[src/rtl/matrix_frame_scanner.sv]
// Double-buffered 2x8x8 frame store with a row/panel scanner for the X and Y LED panels.
// Commits queue a bank swap that lands only on the last cycle of the frame.
module matrix_frame_scanner #(
    parameter int unsigned TICK_DIV = 65536,
    parameter int unsigned BLANK    = 256
) (
    input  logic       clk,
    input  logic       reset,
    input  logic       wr_en,
    input  logic       wr_panel,
    input  logic [2:0] wr_row,
    input  logic [7:0] wr_data,
    output logic       wr_ready,
    input  logic       commit,
    output logic       commit_pending,
    output logic       frame_start,
    output logic [7:0] row,
    output logic [7:0] colx,
    output logic [7:0] coly
);

    localparam int unsigned CW = $clog2(TICK_DIV);

    typedef enum logic {
        IDLE,
        PENDING
    } commit_state_e;

    commit_state_e state_q, state_d;
    logic [CW-1:0] cnt_q, cnt_d;
    logic [3:0]    slot_q, slot_d;
    logic          sel_q, sel_d;
    logic [7:0]    mem_q [32];
    logic [7:0]    mem_d [32];
    logic [7:0]    row_q, row_d;
    logic [7:0]    colx_q, colx_d;
    logic [7:0]    coly_q, coly_d;
    logic          fs_q, fs_d;

    logic          slot_end;
    logic          frame_end;
    logic [2:0]    scan_row;
    logic          scan_panel;
    logic [7:0]    front_row;

    assign wr_ready       = (state_q == IDLE);
    assign commit_pending = (state_q == PENDING);
    assign frame_start    = fs_q;
    assign row            = row_q;
    assign colx           = colx_q;
    assign coly           = coly_q;

    always_comb begin
        slot_end   = (cnt_q == CW'(TICK_DIV - 1));
        frame_end  = slot_end && (slot_q == 4'd15);
        cnt_d      = slot_end ? '0 : cnt_q + 1'b1;
        slot_d     = slot_end ? slot_q + 4'd1 : slot_q;
        scan_row   = slot_q[3:1];
        scan_panel = slot_q[0];
        // Memory index is {bank, panel, row}; sel_q names the front bank.
        front_row  = mem_q[{sel_q, scan_panel, scan_row}];
    end

    always_comb begin
        row_d  = '0;
        colx_d = '0;
        coly_d = '0;
        fs_d   = (cnt_q == '0) && (slot_q == 4'd0);
        if (cnt_q >= CW'(BLANK)) begin
            row_d = 8'd1 << scan_row;
            if (scan_panel) begin
                coly_d = front_row;
            end else begin
                colx_d = front_row;
            end
        end
    end

    always_comb begin
        state_d = state_q;
        sel_d   = sel_q;
        mem_d   = mem_q;
        if (wr_en && wr_ready) begin
            mem_d[{~sel_q, wr_panel, wr_row}] = wr_data;
        end
        case (state_q)
            IDLE: begin
                if (commit) begin
                    state_d = PENDING;
                end
            end
            PENDING: begin
                if (frame_end) begin
                    state_d = IDLE;
                    sel_d   = ~sel_q;
                end
            end
            default: state_d = IDLE;
        endcase
    end

    always_ff @(posedge clk or negedge reset) begin
        if (!reset) begin
            state_q <= IDLE;
            cnt_q   <= '0;
            slot_q  <= '0;
            sel_q   <= 1'b0;
            row_q   <= '0;
            colx_q  <= '0;
            coly_q  <= '0;
            fs_q    <= 1'b0;
            for (int unsigned i = 0; i < 32; i++) begin
                mem_q[i] <= '0;
            end
        end else begin
            state_q <= state_d;
            cnt_q   <= cnt_d;
            slot_q  <= slot_d;
            sel_q   <= sel_d;
            row_q   <= row_d;
            colx_q  <= colx_d;
            coly_q  <= coly_d;
            fs_q    <= fs_d;
            mem_q   <= mem_d;
        end
    end

endmodule

[config.mk]
export PLATFORM = sky130hd
export DESIGN_NAME = matrix_frame_scanner
export DESIGN_NICKNAME = d
export VERILOG_FILES = /design/src/rtl/matrix_frame_scanner.sv
export SDC_FILE = /design/constraint.sdc
export NUM_CORES = 1
export LEC_CHECK = 0
export BUFFER_PORTS_ARGS = -buffer_cell sky130_fd_sc_hd__buf_2
export CAP_MARGIN = 20
export CORE_MARGIN = 2
export CORE_UTILIZATION = 37
export DETAILED_ROUTE_END_ITERATION = 7
export GPL_TIMING_DRIVEN = 0
export PLACE_DENSITY = 0.58
export SLEW_MARGIN = 20
export SYNTH_ARGS = -nofsm -noshare
export SYNTH_HDL_FRONTEND = slang
export SYNTH_SLANG_ARGS = --single-unit
[constraint.sdc]
create_clock -name clk -period 1.9 [get_ports clk]
set_clock_uncertainty 0.05 [all_clocks]
set_input_delay 0.38 -clock clk [delete_from_list [all_inputs] [get_ports clk]]
set_output_delay 0.38 -clock clk [all_outputs]
set_load 0.01 [all_outputs]
==> results.cfg, run 1 <==
[run_status]
outcome = finished, violations left
violations = negative setup slack

[place]
port_buffers = 39
hpwl_um = 22300
gp_congestion = 0.775
dp.cells = 1389
place_area_um2 = 14700
dp_slack_ns = -0.346

[clocking]
cts_tree = done
cts_made_buffers = 34
clockBufferDepth = 3
cts.sinks = 303
clk_pin_slew_worst_paths_ns = 0.06
clkLatencyLatePin_ns = 0.51
cts-root-buf = clkbuf_16
htreeDepth = 2

[timing]
min_period_over_period_pct = 104
fin_crit_ns = 1.98
setup_slack_ns = -0.0776
hold_viol = 0
fin_tns_setup_ns = -0.845
maxSlewHeadroom_pct = 57.8
clock.fmax_mhz = 506
final_max_slew_viol_count = 0
tightest_slew_ns = 0.633
rsz0062_at_grt = true
setup_violations = 33

[floorplan]
num_rows = 70
core_region_area_um2 = 36700
die_w_um = 197
start_util_pct = 37.6
ioPinCount = 43
die_h_um = 197
die_area_um2 = 38800

[layout]
fin_nets = 1021
final_cells = 1494
antenna_cells = 0
syn_to_final_growth_pct = 22.2
drive_gt1_share_pct = 51.4
stdcell_area_um2 = 16800

[synthesis]
synth-edff-count = 0
muxShareOfSynthArea_pct = 34.2
ys_top_cells_by_area = dfrtp_1 (55%), mux2_2 (19%), mux4_1 (6.9%)
synth_adder_area_share_pct = 0.363
synthSimpleGateAreaFrac_pct = 5.66
synth_async_sr_flop_share_pct = 100
synth_xor_area_share_pct = 1.02
synth_nets = 899
synth_cell_types = 45
synth_top_family_by_area = multiplexers
synth_top_area_share_pct = 55.0
yosysTopAreaCell = dfrtp_1
ys_warn_count = 0
synth_seq_area_share_pct = 55.0
syn_area_um2 = 13800
yosysMostFrequentCell = dfrtp_1
synth_compound_area_share_pct = 1.40
synthFlopType = dfrtp_1
netlist_instances = 879
synth_common_cells = dfrtp_1 (303), mux2_2 (234), mux4_1 (36)
ys_seq_elements = 303
avgSynthCellArea_um2 = 15.7

[hold_path]
hold_end = commit_pending
holdCritPathClass = input port to register
min_from = commit
hold_depth = 3

[worst_setup_path]
critical_path.endpoint_type = register
crit_type = register to register
rrSetupSlack_ns = -0.08
startpoint_type = register
crit_start = slot_q[2]
cp_data_required_time_ns = 2.23
r2r-start = slot_q[2]
r2r_end = colx[5]
crit_fanout = 7
cp.arrival_ns = 2.30
r2r_cells = 7

[drt]
viasPerCell = 5.44
dr.pass1.iters = 4
route.detailed.drc = 0
ant_nets = 0
wirelength_um = 35500
via_count = 8122
wire_per_inst_um = 23.7
drt-initial-drc-count = 410

[global_route]
grt_pass1_vias = 8351
antenna_found_initial = 1
grt_max_degree = 99
grt.overflow.total = 0
grt_pass1_wl_um = 53500
grtUsageTotal_pct = 18.6

[pwr]
p_leak_nw = 8.08
ir_drop_uv = 484
fin_total_pwr_mw = 13.4
pwr_density_cell_nw_per_um2 = 798

[job]
cap_violations = 0
## layout make-up
class                           instances  area [µm²]
Buffer                                 53         425
Clock buffer                           53        1040
Clock inverter                          8        75.1
Fill cell                            3178       19900
Inverter                                6        22.5
Multi-Input combinational cell        516        6160
Sequential cell                       303        7580
Tap cell                              468         586
Timing Repair Buffer                   87         946
## registers in the layout (all words and copies together), names as in the netlist
| register | count |
|---|---|
| cnt_q | 16 |
| coly | 8 |
| commit_pending | 1 |
| sel_q | 1 |
| row | 8 |
| frame_start | 1 |
| colx | 8 |
| mem_q | 256 |
| slot_q | 4 |
## cells by family after synthesis
logic type / after synthesis
buffers and inverters: 60
xor gates and xnor gates: 16
and+or+nand+nor: 122
DFF: 303
adders and majority gates: 4
AOI/OAI and AO/OA: 28
muxes: 346
## layout by cell type, fill, tap and decap left out, types with 17 or more instances in the layout
cell and n:
buf_2 43, clkbuf_1 34, mux2_2 215, mux2_4 23
clkbuf_16 37, dfrtp_1 301, buf_12 23, mux2i_1 17
buf_4 26, mux4_1 17, mux2_1 19, mux4_2 47
## worst max path at each step
stage | end | slack, ns
finish | colx[5] | -0.08
detailed placement | mem_q[180] | -0.35
CTS | coly[5] | -0.07
global placement | mem_q[132] | -5.56
floorplan | mem_q[24] | 0.12
global route | colx[6] | -0.12
## through the flow
step	hold slack (ns)	util (%)
detailed placement	0.333	40.0
CTS	0.0435	44.9
finish	0.0593	45.9
floorplan	0.0344	-
global route	0.0703	45.9
global placement	0.411	39.7
## metal layers
| metal | GRT usage, % | wire length (µm) |
|---|---|---|
| met5 | 0 | 14 |
| met4 | 4.32 | 747 |
| met3 | 2.83 | 1510 |
| met2 | 29.9 | 16600 |
| met1 | 26.6 | 16500 |
## power breakdown
| group | internal (mW) | leakage, nW | switching [mW] |
|---|---|---|---|
| combinational | 0.112 | 3.33 | 0.275 |
| clock | 3.92 | 0.551 | 2.60 |
| sequential | 6.51 | 4.20 | 0.0274 |
| total | 10.5 | 8.08 | 2.90 |
## repair_timing
item / in CTS / in global routing
setup buffers: 32 / 8
hold endpoints to repair: 66 / 0
gates cloned: 2 / 2
hold buffers: 1 / 0
endpoints found under the setup margin: 221 / 282
gates resized for setup: 70 / 67
pin swaps: 20 / 15
## critical path, stage by stage (launching register included)
cell	delay, ns
dfrtp_1	0.38
buf_12	0.15
buf_16	0.14
buf_12	0.12
buf_16	0.14
mux4_2	0.56
mux2i_1	0.19
a211oi_2	0.10
Power figures use the tool's default switching activity.
==> inputs of run 2 (changes only) <==
--- a/config.mk
+++ b/config.mk
@@ -5,6 +5,7 @@
 export SDC_FILE = /design/constraint.sdc
 export NUM_CORES = 1
 export LEC_CHECK = 0
+export ABC_AREA = 1
 export BUFFER_PORTS_ARGS = -buffer_cell sky130_fd_sc_hd__buf_2
 export CAP_MARGIN = 20
 export CORE_MARGIN = 2
==> results.cfg, run 2 <==
[synthesis]
synth_top_area_share_pct = 55.2
yosysTopAreaCell = dfrtp_1
synth_common_cells = nand2_1 (799), dfrtp_1 (303), o21ai_0 (244)
avgSynthCellArea_um2 = 7.88
ys_seq_elements = 303
ys_top_cells_by_area = dfrtp_1 (55%), nand2_1 (22%), o21ai_0 (8.9%)
syn_area_um2 = 13700
synth_async_sr_flop_share_pct = 100
synth-edff-count = 0
synth_seq_area_share_pct = 55.2
synth_cell_types = 29
ys_warn_count = 0
yosysMostFrequentCell = nand2_1
netlist_instances = 1744
synth_nets = 1764
synthFlopType = dfrtp_1

[global_route]
grtUsageMet2_pct = 37.8
grtUsageTotal_pct = 24.8
grt_busiest_layer = met2
grt.overflow.total = 0
grt_pass1_vias = 11959
grtUsageMet1_pct = 35.2
met3_usage_pct = 3.83
antenna_found_initial = 0
grt_max_degree = 98
grt_pass1_wl_um = 72400

[pwr]
fin_total_pwr_mw = 13.1
seqPwrFrac_pct = 49.4
p_leak_nw = 7.81
combPwrFrac_pct = 2.6
intPower_mw = 10.1
pwr_density_cell_nw_per_um2 = 798
p_clk_share_pct = 48.0
switching_share_pct = 22.5
ir_drop_uv = 463
switching_power_mw = 2.94

[drt]
drt-initial-drc-count = 1241
wire_per_inst_um = 20.0
route.detailed.drc = 0
viasPerCell = 5.27
via_count = 12225
ant_nets = 0
dr.pass1.iters = 6
wirelength_um = 46400

[worst_setup_path]
crit_type = register to register
crit_fanout = 10
r2r-start = slot_q[1]
cp_data_required_time_ns = 2.26
cpMaxStageDelayCell = dfrtp_2
critical_path.endpoint_type = register
crit_chain = clkinv_4 > buf_12 > buf_12 > nand2_1 > nand2_1 > nand2_1 > nand3_1 > nand3_1 > nand3_1 > nand2_2 > nor2_1
slowest_delay_ns = 0.50
crit_start = slot_q[1]
cp.arrival_ns = 2.25
startpoint_type = register

[timing]
final_max_slew_viol_count = 0
setup_slack_ns = 0.00373
rsz0062_at_grt = true
fin_crit_ns = 1.90
setup_violations = 0
hold_viol = 0
min_period_over_period_pct = 99.8
maxSlewHeadroom_pct = 46.2
tightest_slew_ns = 0.807
clock.fmax_mhz = 527

[layout]
syn_to_final_growth_pct = 19.1
largest_register_ffs = 256
fillers = 3673
antenna_cells = 0
top_register = mem_q
largestRegisters = mem_q (256), cnt_q (16)
drive_gt1_share_pct = 13.9
final_cells = 2321
final_common_cell = nand2_1
utilization_pct = 44.7
fin_nets = 1856
final_cell_mix = nand2_1 (771), dfrtp_1 (300), o21ai_0 (242), nand3_1 (102), buf_2 (71)

[clocking]
cts_tree = done
clkLatencyLatePin_ns = 0.53
cts_made_buffers = 35
cts.sinks = 303
htreeDepth = 2
cts-root-buf = clkbuf_16
clk_pin_slew_worst_paths_ns = 0.06
clockBufferDepth = 3

[floorplan]
die_h_um = 197
die_area_um2 = 38700
num_rows = 70
ioPinCount = 43
core_region_area_um2 = 36600
start_util_pct = 37.5
die_w_um = 197

[place]
dp.cells = 2257
port_buffers = 42
hpwl_um = 32600
gp_congestion = 0.959
dp_slack_ns = -0.498

[hold_path]
holdCritPathClass = input port to register
min_from = commit

[run_status]
outcome = finished, final reports clean

[job]
cap_violations = 0
[run 2: cell families (layout without fill, tap and decap cells)]
group / after synthesis / count (layout) / share of synthesized area [%]
simple gates: 1003 / 1003 / 29.2
flops: 303 / 303 / 55.2
compound gates: 268 / 268 / 9.77
buf+inv: 156 / 265 / 4.81
xor+xnor: 10 / 10 / 0.637
fa+ha+maj: 4 / 4 / 0.364
[run 2: stage by stage]
| step | hold WS (ns) | TNS [ns] | instance area, µm² |
|---|---|---|---|
| finish | 0.0434 | 0 | 16400 |
| floorplan | 0.0344 | 0 | 13700 |
| CTS | 0.0292 | -0.0407 | 16000 |
| global route | 0.0537 | -1.17 | 16400 |
| detailed placement | 0.186 | -90.97 | 14600 |
| global placement | 0.399 | -1740.18 | 14500 |
[run 2: worst max-delay path: cells and delay by family (launching register included)]
| family | cells | cell delay, ns |
|---|---|---|
| and+or+nand+nor | 8 | 0.75 |
| DFF | 1 | 0.50 |
| buffers and inverters | 3 | 0.47 |
[run 2: worst paths after layout]
check                      slack, ns             end  depth (start not counted)
setup / recovery               0.004         colx[6]                         11
hold / removal                  0.04  commit_pending                          3
setup reg to reg               0.004         colx[6]                         11
hold reg to reg                 0.43      mem_q[225]                          2
max in group asynchronous       0.31  commit_pending                          4
min in group asynchronous       0.24      mem_q[254]                          2
[run 2: timing repair]
item,in CTS,in global routing
buffers inserted,8,3
pin swaps,5,7
resized for setup,102,108
hold buffers,1,0
hold endpoints to repair,23,0
cloned,0,1
setup endpoints to repair,278,215
[run 2: metal layers]
layer | vias up | share of wire (%)
met2 | 447 | 44
met4 | 0 | 4.1
met1 | 5910 | 45
met5 | - | 0
met3 | 98 | 6.9
li1 | 5770 | -
[run 2: final cells by class]
type | count | area (µm²) | area share (%)
Inverter | 47 | 188 | 1.15
Multi-Input combinational cell | 1285 | 5760 | 35.2
Timing Repair Buffer | 58 | 442 | 2.70
Buffer | 106 | 763 | 4.66
Clock buffer | 48 | 986 | 6.03
Clock inverter | 6 | 52.6 | 0.321
Tap cell | 468 | 586 | 3.58
Sequential cell | 303 | 7590 | 46.4
[run 2: power groups by stage]
| stage | Combinational [mW] | Clock, mW | Sequential, mW |
|---|---|---|---|
| global route | 0.373 | 6.67 | 6.45 |
| CTS | 0.343 | 6.36 | 6.45 |
| global placement | 0.310 | 0 | 6.57 |
| floorplan | 0.0667 | 0 | 6.57 |
| finish | 0.337 | 6.26 | 6.46 |
| detailed placement | 0.335 | 0 | 6.57 |
